===== src/rtl/muldiv_pkg.sv =====
// Shared multiply/divide definitions: operand width, divide opcodes, divider
// states and the RISC-V special-case result constants.
package muldiv_pkg;

    localparam int unsigned XLEN  = 32;
    localparam int unsigned CNT_W = 5;

    typedef enum logic [1:0] {
        DIV_OP_DIV  = 2'b00,
        DIV_OP_DIVU = 2'b01,
        DIV_OP_REM  = 2'b10,
        DIV_OP_REMU = 2'b11
    } div_op_e;

    typedef enum logic [1:0] {
        IDLE = 2'b00,
        CALC = 2'b01,
        FIX  = 2'b10,
        DONE = 2'b11
    } div_state_e;

    localparam logic [XLEN-1:0] DIV_BY_ZERO_Q = '1;
    localparam logic [XLEN-1:0] SIGNED_MIN    = {1'b1, {(XLEN-1){1'b0}}};

endpackage


===== src/rtl/iter_divider_32bit.sv =====
// Radix-2 restoring divider for DIV/DIVU/REM/REMU with valid/ready request and
// one-cycle response pulse. Define DIV_EARLY_OUT_EN to finish |a| < |b| in one cycle.
module iter_divider_32bit
    import muldiv_pkg::*;
(
    input  logic            clk,
    input  logic            rst,
    input  logic            req_valid,
    output logic            req_ready,
    input  logic [1:0]      div_opcode,
    input  logic [XLEN-1:0] operand1,
    input  logic [XLEN-1:0] operand2,
    input  logic            flush,
    output logic            busy,
    output logic            resp_valid,
    output logic [XLEN-1:0] result_divide
);

    localparam int unsigned REM_W = XLEN + 1;

    div_state_e       state, state_d;
    div_op_e          op_q;
    logic             q_neg, r_neg;
    logic [XLEN-1:0]  div_q;
    logic [XLEN-1:0]  quo;
    logic [REM_W-1:0] rem;
    logic [CNT_W-1:0] cnt;

    div_op_e          op_c;
    logic             signed_c, a_neg_c, b_neg_c, accept_c;
    logic             div0_c, ovf_c, early_c, special_c;
    logic [XLEN-1:0]  a_mag_c, b_mag_c, special_res_c, fix_res_c, q_fix_c, r_fix_c;
    logic [REM_W:0]   rem_sh_c, trial_c;
    logic             borrow_c;
    logic [REM_W-1:0] rem_next_c;
    logic [XLEN-1:0]  quo_next_c;

    // Handshake; busy also covers the accept cycle itself.
    assign req_ready  = (state == IDLE) || (state == DONE);
    assign busy       = !req_ready || (req_valid && req_ready);
    assign resp_valid = (state == DONE) && !flush;
    assign accept_c   = req_valid && req_ready && !flush;

    // Operand decode and special-case detection on the incoming request.
    always_comb begin
        op_c     = div_op_e'(div_opcode);
        signed_c = (op_c == DIV_OP_DIV) || (op_c == DIV_OP_REM);
        a_neg_c  = signed_c && operand1[XLEN-1];
        b_neg_c  = signed_c && operand2[XLEN-1];
        a_mag_c  = a_neg_c ? XLEN'(-operand1) : operand1;
        b_mag_c  = b_neg_c ? XLEN'(-operand2) : operand2;
        div0_c   = (operand2 == '0);
        ovf_c    = signed_c && (operand1 == SIGNED_MIN) && (operand2 == DIV_BY_ZERO_Q);
`ifdef DIV_EARLY_OUT_EN
        early_c  = !div0_c && (a_mag_c < b_mag_c);
`else
        early_c  = 1'b0;
`endif
        special_c = div0_c || ovf_c || early_c;
        if (div0_c) begin
            special_res_c = (op_c == DIV_OP_REM || op_c == DIV_OP_REMU) ? operand1 : DIV_BY_ZERO_Q;
        end else if (ovf_c) begin
            special_res_c = (op_c == DIV_OP_REM) ? '0 : SIGNED_MIN;
        end else begin
            special_res_c = (op_c == DIV_OP_REM || op_c == DIV_OP_REMU) ? operand1 : '0;
        end
    end

    // One restoring step plus the final sign fix-up.
    always_comb begin
        rem_sh_c   = {rem, quo[XLEN-1]};
        trial_c    = rem_sh_c - (REM_W+1)'(div_q);
        borrow_c   = trial_c[REM_W];
        rem_next_c = borrow_c ? REM_W'(rem_sh_c) : REM_W'(trial_c);
        quo_next_c = {quo[XLEN-2:0], !borrow_c};
        q_fix_c    = q_neg ? XLEN'(-quo) : quo;
        r_fix_c    = r_neg ? XLEN'(-rem) : XLEN'(rem);
        fix_res_c  = (op_q == DIV_OP_REM || op_q == DIV_OP_REMU) ? r_fix_c : q_fix_c;
    end

    always_comb begin
        state_d = state;
        case (state)
            IDLE, DONE: begin
                state_d = IDLE;
                if (accept_c) state_d = special_c ? DONE : CALC;
            end
            CALC:    if (cnt == '0) state_d = FIX;
            FIX:     state_d = DONE;
            default: state_d = IDLE;
        endcase
        if (flush) state_d = IDLE;
    end

    always_ff @(posedge clk) begin
        if (rst) state <= IDLE;
        else     state <= state_d;
    end

    always_ff @(posedge clk) begin
        if (rst) begin
            op_q          <= DIV_OP_DIV;
            q_neg         <= 1'b0;
            r_neg         <= 1'b0;
            div_q         <= '0;
            quo           <= '0;
            rem           <= '0;
            cnt           <= '0;
            result_divide <= '0;
        end else if (accept_c) begin
            op_q  <= op_c;
            q_neg <= a_neg_c ^ b_neg_c;
            r_neg <= a_neg_c;
            div_q <= b_mag_c;
            quo   <= a_mag_c;
            rem   <= '0;
            cnt   <= CNT_W'(XLEN - 1);
            if (special_c) result_divide <= special_res_c;
        end else if (state == CALC) begin
            quo <= quo_next_c;
            rem <= rem_next_c;
            cnt <= cnt - CNT_W'(1);
        end else if (state == FIX && !flush) begin
            result_divide <= fix_res_c;
        end
    end

endmodule


===== config.mk =====
export PLATFORM = sky130hd
export DESIGN_NAME = iter_divider_32bit
export DESIGN_NICKNAME = d
export VERILOG_FILES = /design/src/rtl/muldiv_pkg.sv /design/src/rtl/iter_divider_32bit.sv
export SDC_FILE = /design/constraint.sdc
export NUM_CORES = 1
export LEC_CHECK = 0
export BUFFER_PORTS_ARGS = -buffer_cell sky130_fd_sc_hd__buf_2
export CAP_MARGIN = 20
export CORE_MARGIN = 2
export CORE_UTILIZATION = 45
export CTS_CLUSTER_DIAMETER = 200
export DETAILED_ROUTE_END_ITERATION = 10
export SLEW_MARGIN = 20
export SYNTH_ARGS = -nofsm -noshare
export SYNTH_HDL_FRONTEND = slang
export SYNTH_SLANG_ARGS = --single-unit
export TNS_END_PERCENT = 20

===== constraint.sdc =====
create_clock -name clk -period 6.84 [get_ports clk]
set_clock_uncertainty 0.1 [all_clocks]
set_input_delay 1.026 -clock clk [delete_from_list [all_inputs] [get_ports clk]]
set_output_delay 1.026 -clock clk [all_outputs]
set_load 0.03 [all_outputs]

==> results_dict.tcl <==
set metrics [dict create \
    synth-simple-area-share_pct 15.64 \
    fp.dieArea_sq_um 24520 \
    cts_root_buf "clkbuf_16" \
    synth_common_cells "dfxtp_1, o21ai_0, nor2_1, a21oi_1, nand2_1" \
    hold_viol_final 0 \
    synth.area.top_cells "dfxtp_1, xor2_1, xnor2_1, mux2i_1, o21ai_0" \
    io_pins 105 \
    ant_nets 0 \
    totalPowerFinal_mw 2.617 \
    drive_gt1_share_pct 14.08 \
    drt_iter0_drc 898 \
    place_inst 1652 \
    cts_buffer_depth 2 \
    grt_pass1_wl_microns 47820 \
    cp_top_family "simple AND/OR/NAND/NOR gates" \
    remaining_drc_errors 0 \
    synth_compound_area_share_pct 29.04 \
    period_minus_slack_ns 4.659 \
    hold_path_class "reg -> reg" \
    slew_headroom_pct 25.32 \
    timing.fmax_ghz 0.2146 \
    synth_warnings 0 \
    worstSetupEndpointType "flop" \
    yosysSeqAreaShare_pct 26.56 \
    routedWlPerCell_microns 17.71 \
    synthCells 1306 \
    rows 55 \
    nets 1471 \
    syn_nets 1419 \
    hold_buffers 0 \
    core_area_sq_um 22780 \
    synthAdderAreaFrac_pct 5.207 \
    critPathSlowestCell "a21oi_4" \
    ctsResizeCount 0 \
    ys_types 61 \
    antenna_found_initial 0 \
    final-seq-area_sq_um 2783 \
    layoutNonFillerInstCount 1684 \
    dpl.hpwl_microns 21750 \
    critPathMaxFanout 34 \
    firstDrtPassIters 5 \
    report.final.slew_viol_count 0 \
    switching_share_pct 31.58 \
    n_antenna_cell 0 \
    nFillCells 2241 \
    cp.required_ns 7.08 \
    power.share.sequential_pct 33.8 \
    synth_edf_count 0 \
    outcome "finished, final reports clean" \
    power_density_nw_per_um2 221.4 \
    numCtsBuffers 17 \
    tns_ns 0 \
    critPathArrivalTime_ns 4.90 \
    startpoint_type "input port" \
    wl_microns 29820 \
    rsz0062_at_grt "no" \
    htreeDepth 4 \
    place.gp.congestion 0.9017 \
    p_int_mw 1.790 \
    maxCapViolCount 0 \
    fin_util_pct 51.89 \
    syn_to_final_growth_pct 12.80 \
    postPlaceCellArea_sq_um 11160 \
    synth-seq-cells 139 \
    dp_slack_ns 1.750 \
    track_usage_pct 24.31 \
    cp_num_buf_inv 3 \
    combinationalPowerShare_pct 26.8 \
    final_area_sq_um 11820 \
    critPathKind "in -> reg" \
    pwr-share-clk_pct 39.4 \
    postSynthAreaPerCell_sq_um 8.023 \
    p_leak_nw 4.330 \
    chipHeight_microns 156.6 \
    cts_tree "yes" \
    grt_max_degree 65 \
    ir_worst_vdd_mv 0.1220 \
    io_buffers 104 \
    vias_per_cell 5.864 \
    cts.clk_slew.worst_paths_ns 0.06 \
    power_switching_mw 0.8265 \
    start_util_pct 46.00 \
    synth_top_area_share_pct 26.56 \
    synth_xor_area_share_pct 12.79 \
    synthArstFlopShare_pct 0 \
    clock_sinks 139 \
    vias 9875 \
    synth.largest_area_cell "dfxtp_1" \
    synth_top_family_by_area "compound AO/OA/AOI/OAI gates" \
    hold_slack_ns 0.3874 \
    path_cells "buf_2, inv_1, ha_1, or4b_4, nor3_4, nand4_1, or4_1, o21ai_2, nand2_1, a21oi_4, buf_4, nor2_1, a311oi_2" \
    setup_slack_ns 2.181 \
    synth_most_common_cell "dfxtp_1" \
    tightestPinTransition_ns 1.119 \
    synthMuxAreaShare_pct 5.445 \
    first_global_vias 9079 \
    die_w_microns 156.6 \
    finalCritPeriodShare_pct 68.11 \
    critPathMaxStageDelay_ns 0.81 \
    multiInputGateArea_sq_um 7172 \
    post-cts-setup-buffer-count 0 \
    clkLatencyLatePin_ns 0.42 \
    overflow 0 \
    finalSetupViolCount 0 \
    synth_ff_type "dfxtp_1" \
    synth_area_sq_um 10480 \
]
==> per-layer routing <==
layer  GRT usage (%)  up-vias  share of wire [%]
met1           34.48     4594                 49
li1                -     4930                  -
met4           7.602        0                1.7
met3           3.351       40                5.5
met5               0        -                  0
met2           38.16      311                 44
==> area by class of cell <==
cell class              count  area share [%]
repair buffers            114           5.039
clock buffers              22           4.182
inverters                  59           1.874
clock inverters            10           1.366
flip-flops and latches    139           23.54
multi-input cells        1027           60.68
well taps                 313           3.314
==> power by group through the flow <==
stage | sequential [mW] | clock (mW) | combinational, mW
finish | 0.885 | 1.03 | 0.700
global route | 0.889 | 1.08 | 0.771
floorplan | 0.893 | 0 | 0.522
detailed placement | 0.901 | 0 | 0.691
CTS | 0.884 | 1.04 | 0.696
global placement | 0.901 | 0 | 0.689
==> cells in the final DEF, fill, tap and decap left out, types with 4 or more instances in the layout <==
cell type / synthesis / final
dfxtp_1: 139 / 139
o21ai_0: 110 / 110
buf_2: 7 / 104
nor2_1: 89 / 88
a21oi_1: 86 / 85
nand2_1: 84 / 84
xor2_1: 81 / 81
xnor2_1: 72 / 72
inv_1: 59 / 59
mux2i_1: 57 / 57
o22ai_1: 55 / 55
ha_1: 42 / 41
o31ai_1: 32 / 32
nor3_1: 32 / 31
o211ai_1: 28 / 28
a311oi_2: 27 / 27
nand3_1: 19 / 18
o41ai_1: 18 / 18
nand2b_1: 18 / 17
clkbuf_16: 0 / 17
nand4_1: 16 / 16
o22a_1: 14 / 14
or4_1: 14 / 14
o21a_1: 12 / 12
a21o_1: 11 / 11
or3_1: 11 / 11
a211oi_1: 11 / 11
a31oi_1: 11 / 11
nor2b_1: 11 / 10
buf_4: 0 / 10
nor4_1: 8 / 8
and2_1: 6 / 6
or2_2: 6 / 6
nand4b_1: 5 / 5
a311oi_1: 5 / 5
clkbuf_8: 0 / 5
and3_1: 4 / 4
bufinv_16: 0 / 4
==> cell families (layout without fill, tap and decap cells) <==
group | count (synthesis) | after routing
compound gates | 443 | 443
buf+inv | 140 | 205
fa+ha+maj | 43 | 43
simple gates | 331 | 331
mux | 57 | 57
xor+xnor | 153 | 153
flops | 139 | 139
==> state kept, by name (all words and copies together), names as in the netlist <==
| name | count |
|---|---|
| div_q | 32 |
| q_neg | 1 |
| quo | 32 |
| rem | 33 |
| result_divide | 32 |
| op_q | 1 |
| r_neg | 1 |
| state | 2 |
| cnt | 5 |
==> worst min-delay path: stages (launching register included) <==
cell and delay [ns]:
dfxtp_1 0.30, inv_1 0.07, o22ai_1 0.08
==> final timing paths <==
kind | startpoint | endpoint | slack (ns) | cells past startpoint
worst min register to register | div_q[16] | div_q[16] | 0.39 | 2
worst max register to register | quo[31] | rem[28] | 2.99 | 12
worst min-delay path | div_q[16] | div_q[16] | 0.39 | 2
worst max-delay path | operand2[1] | result_divide[22] | 2.18 | 13
Note: power is estimated with default switching activity, not from simulation.
